**config.mk**
```make
export PLATFORM = sky130hd
export DESIGN_NAME = clkrst
export DESIGN_NICKNAME = d
export VERILOG_FILES = /design/src/rtl/clkrst.sv
export SDC_FILE = /design/constraint.sdc
export NUM_CORES = 1
export LEC_CHECK = 0
export ABC_CLOCK_PERIOD_IN_PS = 2400
export CAP_MARGIN = 20
export CORE_MARGIN = 3
export CORE_UTILIZATION = 45
export DETAILED_ROUTE_END_ITERATION = 16
export PLACE_DENSITY = 0.64
export SLEW_MARGIN = 20
export SYNTH_ARGS = -nofsm -noshare
export SYNTH_HDL_FRONTEND = slang
export SYNTH_SLANG_ARGS = --single-unit
```
**constraint.sdc**
```tcl
create_clock -name clk_cog -period 2.4 [get_ports clk_cog]
set_input_delay 0.24 -clock clk_cog [delete_from_list [all_inputs] [get_ports clk_cog]]
set_output_delay 0.24 -clock clk_cog [all_outputs]
set_load 0.01 [all_outputs]
```
**src/rtl/clkrst.sv**
```systemverilog
// -----------------------------------------------------------------------------
// clkrst -- cog clock-enable generator and core reset sequencer.
//
// A single clock (clk_cog) runs everything. A 7-bit divider produces a
// one-cycle clock-enable pulse (ena_cog) every 2^(7-clksel_act) cycles. A
// small FSM does four jobs:
//   * holds the core in reset (nres low) for RES_HOLD cycles after any reset
//   * waits SETTLE_CYCLES whenever an oscillator or PLL enable rises
//   * changes the divider select only on a pulse boundary, so that no
//     ena_cog period is ever shortened
//   * performs a software reset when the core sets cfg[7]
//
// Ports
//   clk_cog     in   clock, rising edge
//   res         in   asynchronous active-high reset
//   cfg[7:0]    in   [7] sw reset, [6] PLL en, [5] osc en, [4:3] osc mode
//                    (not used here), [2:0] clock select
//   nres        out  active-low reset to the digital core (registered)
//   ena_cog     out  single-cycle cog clock-enable pulse
//   clksel_act  out  clock select currently applied to the divider
//   settle      out  high while waiting for oscillator/PLL settle
//   dbg_state   out  FSM state (0 HOLD, 1 RUN, 2 SETTLE, 3 SWITCH)
//
// Handshake: there is no valid/ready pair. cfg is a level-sensitive register
// image that is sampled into cfg_q on every edge. All decisions use cfg_q,
// which gives the core one cycle of input latency.
// -----------------------------------------------------------------------------
module clkrst #(
  parameter int RES_HOLD      = 16,
  parameter int SETTLE_CYCLES = 1000
) (
  input  logic       clk_cog,
  input  logic       res,
  input  logic [7:0] cfg,
  output logic       nres,
  output logic       ena_cog,
  output logic [2:0] clksel_act,
  output logic       settle,
  output logic [1:0] dbg_state
);

  typedef enum logic [1:0] {
    ST_HOLD   = 2'd0,
    ST_RUN    = 2'd1,
    ST_SETTLE = 2'd2,
    ST_SWITCH = 2'd3
  } state_t;

  localparam int SET_W = (SETTLE_CYCLES > 2) ? $clog2(SETTLE_CYCLES) : 1;
  localparam logic [15:0]      HOLD_LOAD   = 16'(RES_HOLD - 1);
  localparam logic [SET_W-1:0] SETTLE_LOAD = SET_W'(SETTLE_CYCLES - 1);

  state_t           state_q;
  logic [7:0]       cfg_q;
  logic             nres_q;
  logic             settle_q;
  logic [2:0]       clksel_q;
  logic [6:0]       div_cnt_q;
  logic [15:0]      hold_cnt_q;
  logic [SET_W-1:0] settle_cnt_q;
  logic [1:0]       en_trk_q;     // last seen {pll_en, osc_en}

  logic [6:0] div_m1;
  logic       tick;
  logic       en_rise;
  logic       sw_rst;
  logic       unused_osc_mode;

  // The divisor is 2^(7-sel), so divisor-1 is simply 127 shifted right by sel.
  assign div_m1  = 7'h7F >> clksel_q;
  // The pulse is decoded from registered state only, so an asynchronous
  // reset clears it together with the counter, with no glitch.
  assign tick    = (div_cnt_q == div_m1);
  assign en_rise = |(cfg_q[6:5] & ~en_trk_q);
  assign sw_rst  = cfg_q[7];

  // The oscillator mode bits are carried in cfg_q only for completeness.
  assign unused_osc_mode = ^cfg_q[4:3];

  assign nres       = nres_q;
  assign ena_cog    = tick;
  assign clksel_act = clksel_q;
  assign settle     = settle_q;
  assign dbg_state  = state_q;

  always_ff @(posedge clk_cog or posedge res) begin
    if (res) begin
      state_q      <= ST_HOLD;
      cfg_q        <= 8'h00;
      nres_q       <= 1'b0;
      settle_q     <= 1'b0;
      clksel_q     <= 3'd0;
      div_cnt_q    <= 7'd0;
      hold_cnt_q   <= HOLD_LOAD;
      settle_cnt_q <= '0;
      en_trk_q     <= 2'b00;
    end else begin
      cfg_q <= cfg;

      // The divider free-runs in every state, including HOLD. It wraps on the
      // pulse cycle. A select change is applied only on that same edge, so
      // the next period always starts from zero at the new divisor.
      if (tick) begin
        div_cnt_q <= 7'd0;
      end else begin
        div_cnt_q <= div_cnt_q + 7'd1;
      end

      // A software reset beats everything outside HOLD. Inside HOLD it is
      // ignored, because the core clears cfg while nres is low.
      if (state_q != ST_HOLD && sw_rst) begin
        state_q    <= ST_HOLD;
        nres_q     <= 1'b0;
        settle_q   <= 1'b0;
        clksel_q   <= 3'd0;
        hold_cnt_q <= HOLD_LOAD;
        en_trk_q   <= 2'b00;
      end else begin
        case (state_q)
          ST_HOLD: begin
            nres_q   <= 1'b0;
            settle_q <= 1'b0;
            if (hold_cnt_q == 16'd0) begin
              state_q <= ST_RUN;
              nres_q  <= 1'b1;
            end else begin
              hold_cnt_q <= hold_cnt_q - 16'd1;
            end
          end

          ST_RUN: begin
            // Only rising enables need settling. Tracking follows cfg_q on
            // every cycle, so a dropped enable can be re-armed later.
            en_trk_q <= cfg_q[6:5];
            if (en_rise) begin
              state_q      <= ST_SETTLE;
              settle_q     <= 1'b1;
              settle_cnt_q <= SETTLE_LOAD;
            end else if (cfg_q[2:0] != clksel_q) begin
              state_q <= ST_SWITCH;
            end
          end

          ST_SETTLE: begin
            en_trk_q <= cfg_q[6:5];
            if (en_rise) begin
              // A further enable rising restarts the whole settle wait.
              settle_cnt_q <= SETTLE_LOAD;
            end else if (settle_cnt_q == '0) begin
              state_q  <= ST_SWITCH;
              settle_q <= 1'b0;
            end else begin
              settle_cnt_q <= settle_cnt_q - SET_W'(1);
            end
          end

          ST_SWITCH: begin
            if (cfg_q[2:0] == clksel_q) begin
              state_q <= ST_RUN;
            end else if (tick) begin
              // Take whatever select is sampled on the switching edge.
              clksel_q <= cfg_q[2:0];
              state_q  <= ST_RUN;
            end
          end

          default: begin
            state_q <= ST_HOLD;
          end
        endcase
      end
    end
  end

endmodule

```
### Word level (Yosys, flattened, before mapping)

Cells that the tools add are included.
Widths: inputs -> output; s select.

| cells by class | value |
|---|---|
| equality and inequality tests | 16 |
| shift-type cells | 1 |
| add/subtract/negate cells | 3 |
| reduce and logical (&&, ||, !) cells | 18 |
| bitwise gates (word level) | 3 |
| multiplexer cells | 31 |

Operators with widths:

| cell | number |
|---|---|
| $mux 16 | 3 |
| $mux 10 | 3 |
| $mux 2 | 10 |
| $pmux 10 s2 | 1 |
| $logic_not 16->1 | 1 |
| $sub 16x1->16 const B | 1 |
| $ne 3x3->1 const B | 5 |
| $mux 3 | 4 |
| $reduce_bool 2->1 | 6 |
| $logic_not 10->1 | 1 |
| $sub 10x1->10 const B | 1 |
| $ne 4x4->1 const B | 2 |
| $pmux 2 s4 | 1 |
| $reduce_and 4->1 | 2 |
| $add 7x1->7 const B | 1 |
| $eq 7x7->1 | 1 |
| $mux 1 | 7 |
| $mux 7 | 1 |
| $shr 7x3->7 const A | 1 |
| $ne 2x2->1 const B | 3 |
| $reduce_and 5->1 | 1 |
| $eq 2x2->1 const B | 2 |
| $reduce_bool 4->1 | 1 |
| $reduce_or 2->1 | 2 |
| 11 further kinds | 11 |

| storage, ports and cells | value |
|---|---|
| output and inout port bits | 8 |
| word-level logic and storage cells | 81 |
| flip-flop bits (word level) | 50 |
| input port bits | 10 |

### Longest topological paths before layout

Gate-level depths: netlist of run 1.

| logic depth | value |
|---|---|
| depth in word-level cells | 6 |
| mapped depth | 9 |
| depth with buffers taken out | 8 |

### Worst setup path before layout of run 1

OpenSTA, ideal clock, no wires.

| path | value |
|---|---|
| path kind | register to register |
| from | register hold_cnt_q[6] |
| to | register state_q[0], in the netlist dbg_state[0] |
| clock period less this slack | 2166 ps |
| slack | 234 ps |
| library setup time | 128 ps |
| required time | 2272 ps |
| data arrival time | 2039 ps |
| cell stages (with the launch flop) | 7 |
| cell sequence | dfrtp_1 -> or4_4 -> nor3_1 -> a41oi_2 -> inv_2 -> o311a_1 -> mux2_1 |

| between the ends | value |
|---|---|
| longest elaborated chain between the ends | 3 |

RTL lines:

| item | RTL line | source |
|---|---|---|
| start, declared | 59 | `logic [15:0] hold_cnt_q;` |
| start signal, assigned | 127 | `hold_cnt_q <= hold_cnt_q - 16'd1;` |
| $logic_not 16->1 | 123 | `if (hold_cnt_q == 16'd0) begin` |
| $ne 3x3->1 (no source line) | -- |  |
| $reduce_and 5->1 (no source line) | -- |  |
| end signal, assigned | 124 | `state_q <= ST_RUN;` |
| end signal, assigned | 136 | `state_q <= ST_SETTLE;` |
| end signal, assigned | 140 | `state_q <= ST_SWITCH;` |
| end, declared | 53 | `state_t state_q;` |

No other way between the ends.
A chain may end at the register's enable or synchronous reset.

### Final worst setup path of run 1

| path | value |
|---|---|
| from | register clksel_q[0], in the netlist clksel_act[0] |
| to | output port ena_cog |

| between the ends | value |
|---|---|
| longest elaborated chain between the ends | 2 |

RTL lines:

| item | RTL line | source |
|---|---|---|
| start, declared | 57 | `logic [2:0] clksel_q;` |
| start signal, assigned | 162 | `clksel_q <= cfg_q[2:0];` |
| $shr 7x3->7 | 70 | `assign div_m1 = 7'h7F >> clksel_q;` |
| $eq 7x7->1 | 73 | `assign tick = (div_cnt_q == div_m1);` |
| end, declared | 36 | `output logic ena_cog,` |

No other way between the ends.

==> reports/qor.log, run 1 <==
[outcome] status finished clean
[yosys] yosys synthesis warning count 0
[yosys] Synthesized Nets 272
[yosys] register area share after synthesis 0.482
[cells_and_area] Util after Layout 0.545
[setup_path] Setup crit end ena_cog
[yosys] library cell with the largest summed area after synthesis dfrtp_1
[die] height of the die 80.5 um
[clock_tree] clock tree from TritonCTS yes
[setup_path] Critical Path Start clksel_act[0]
[sta] clock tree skew after final layout 0.00630 ns
[sta] final hold vios 0
[yosys] mean instance size in the synthesized netlist 9.80 um^2
[power] total chip power 2.25 mW
[cells_and_area] Final Net Count 295
[die] Cell Rows 26
[min_path] Hold Crit Class input port to async pin
[yosys] top-count cell post-synth dfrtp_1
[power] worst vdd rail ir drop 0.515 mV
[sta] worst relative slew slack 0.443
[drt] routed length per instance 13.8 um
[die] initial standard-cell utilization of the core 0.477
[setup_path] worst reg2reg endpoint hold_cnt_q[12]
[sta] Peak Freq 444 MHz
[setup_path] worst-case reg-to-reg path depth 5
[drt] 1st-pass router iterations 4
[drt] Antenna Nets Post-Route 0
[clock_tree] total clock sinks 48
[drt] vias 1909
[setup_path] data arrival time of the critical path 2.01 ns
[setup_path] category of the critical setup timing path register to primary output
[power] total power density per cell area 788 nW/um^2
[setup_path] peak fanout along the critical path 10
[global_routing] first-pass GRT wire length 8140 um
[clock_tree] clock latency on the worst-skew pair 0.30 ns
[setup_path] R2R Setup Slk 0.15 ns
[global_routing] overall routing resource usage 0.160
[sta] post-route clock period utilization 0.938
[yosys] most frequently used flop master after synthesis dfrtp_1
[drt] Via-to-Cell Ratio 5.47
[die] Die W 80.5 um
[global_routing] GRT overflow 0
[sta] number of setup violations in the final report 0
[die] full die area 6490 um^2
[yosys] ranking of synthesized cells by instance count dfrtp_1 (44), nand2_1 (20), nor2_1 (20), a21oi_1 (19)
[cells_and_area] antenna diode count 0
[die] Top Ports 18
[clock_tree] clock tree root buffer cell clkbuf_8
[setup_path] data required time of the critical path 2.16 ns
[drt] DRC violation count after routing 0
[power] leakage power of the design 1.22 nW
[yosys] unique cell type count in the Yosys netlist 54
[global_routing] initial antenna violation count 0
[sta] actual slew at the worst max-slew pin 0.836 ns
[job] total of max-cap violations 0
[yosys] synthesized area 2500 um^2
[yosys] Async SR Flop Fraction 1.00
[clock_tree] deepest clock path buffer count 2
[cells_and_area] fraction of final layout cells sized beyond drive strength 1 0.125
[yosys] Area contributors post-synth dfrtp_1 (44%), dfstp_2 (4.2%), a21oi_1 (3.8%)
[sta] count of final max-slew check failures 0
[drt] Total Wirelength 4810 um
[die] total core area 5240 um^2
[global_routing] largest net degree at the start of global routing 20
[global_routing] number of global-route vias before repair 1773
[clock_tree] clock slew at reported path FFs 0.09 ns
[clock_tree] Num CTS Buffers 5
[setup_path] source of the worst register-to-register timing path hold_cnt_q[6]
[yosys] Syn Inst Count 255
[yosys] fraction of synthesized cell area taken by the top area cell type 0.440
[sta] Setup TNS Final 0 ns
[yosys] Synth Register Bits 48
[drt] drt initial violations 81
[sta] final worst path period need 2.25 ns
[yosys] number of flops mapped to enable cells by yosys 0
[setup_path] Critical Path End Type primary output
[place] IO buf count 15
[clock_tree] maximum level of the CTS H-tree 2
[place] Detailed Place HPWL 3450 um
[setup_path] sort of element at the start of the critical path register
[cells_and_area] layout-stage area growth over the synthesis result 14.2%
[place] gpl congestion 0.774
==> placed cells by master, fill, tap and decap left out, types with 2 or more instances in the layout <==
master,instances
a21oi_1,19
a31oi_1,8
and3_1,3
buf_4,11
clkbuf_1,2
clkbuf_8,5
clkdlybuf4s50_1,15
dfrtp_1,42
dfrtp_2,2
dfstp_2,4
ha_1,7
inv_1,13
inv_2,2
mux2i_1,6
nand2_1,20
nand2b_1,3
nand3_1,14
nand4_1,2
nor2_1,20
nor2b_1,2
nor3_1,10
o211ai_1,3
o21ai_0,8
o22ai_1,2
o31ai_1,3
o41ai_1,4
or3_1,8
or4_4,2
xnor2_1,8
xor2_1,5
==> final cells by class <==
cell class	count	area [um^2]
clock inverter	1	5.00
inverter	15	56.3
multi-input combinational	182	1190
timing repair buffer	26	233
fill	478	2380
tap	70	87.6
clock buffer	7	76.3
sequential	48	1210
==> power by group <==
group / internal (mW) / switching, mW / total, mW
Sequential: 0.919 / 0.0936 / 1.01
Clock: 0.205 / 0.257 / 0.462
Combinational: 0.323 / 0.453 / 0.776
Total: 1.45 / 0.804 / 2.25
==> through the flow <==
stage               hold WS, ns  area [um^2]  setup WS [ns]  instances
finish                    0.219         2860          0.150        349
global route              0.250         2860       -0.00163        349
CTS                       0.230         2840         0.0150        347
detailed placement        0.484         2760          0.158        339
global placement          0.477         2760          0.186        339
floorplan                 0.271         2500          0.234        255
==> flip-flops by register name (all words and copies together), names as in the netlist <==
register and cells:
settle_cnt_q 10, en_trk_q 2, clksel_act 3, cfg_q 6, hold_cnt_q 16, nres 1, settle 1, div_cnt_q 7
dbg_state 2
==> cells by family after synthesis <==
group | after synthesis | share of synthesized area
AOI/OAI and AO/OA | 64 | 0.176
xor gates and xnor gates | 13 | 0.0455
adders and majority gates | 7 | 0.0350
buffers and inverters | 25 | 0.0425
DFF | 48 | 0.482
muxes | 7 | 0.0285
and+or+nand+nor | 91 | 0.190
==> critical path, cell delays in order, from the launching register on <==
cell	delay (ns)
dfrtp_1	0.50
o41ai_1	0.39
o2111a_2	0.28
clkdlybuf4s50_1	0.54
==> repair_timing <==
item	in CTS	in global routing
setup endpoints to repair	1	1
endpoints found under the hold margin	0	0
resized for setup	2	1
pin swaps	0	1
buffers inserted	0	2
hold buffers	0	0
==> layer usage <==
metal / routed length, um / up-vias / share of wire / track usage
met5: 0 / - / 0 / 0
met4: 49 / 0 / 0.010 / 0.0490
met3: 124 / 5 / 0.026 / 0.0336
met2: 2190 / 21 / 0.45 / 0.245
met1: 2450 / 908 / 0.51 / 0.226
li1: - / 975 / - / -
==> worst min path at each step <==
| stage | from | end | depth (start not counted) |
|---|---|---|---|
| floorplan | cfg[0] | cfg_q[0] | 0 |
| detailed placement | settle_cnt_q[9] | settle_cnt_q[9] | 1 |
| finish | res | cfg_q[0] | 2 |
| global placement | settle_cnt_q[9] | settle_cnt_q[9] | 1 |
| global route | res | hold_cnt_q[11] | 2 |
| CTS | res | cfg_q[2] | 2 |
No activity file was read; power rests on OpenSTA's default activity.
==> run 2, diff against run 1 <==
Settings changed: ABC_CLOCK_PERIOD_IN_PS 2400 to unset.
==> results of run 2 <==
Same layout as run 1: the final DEF is identical, and so are final timing and power.
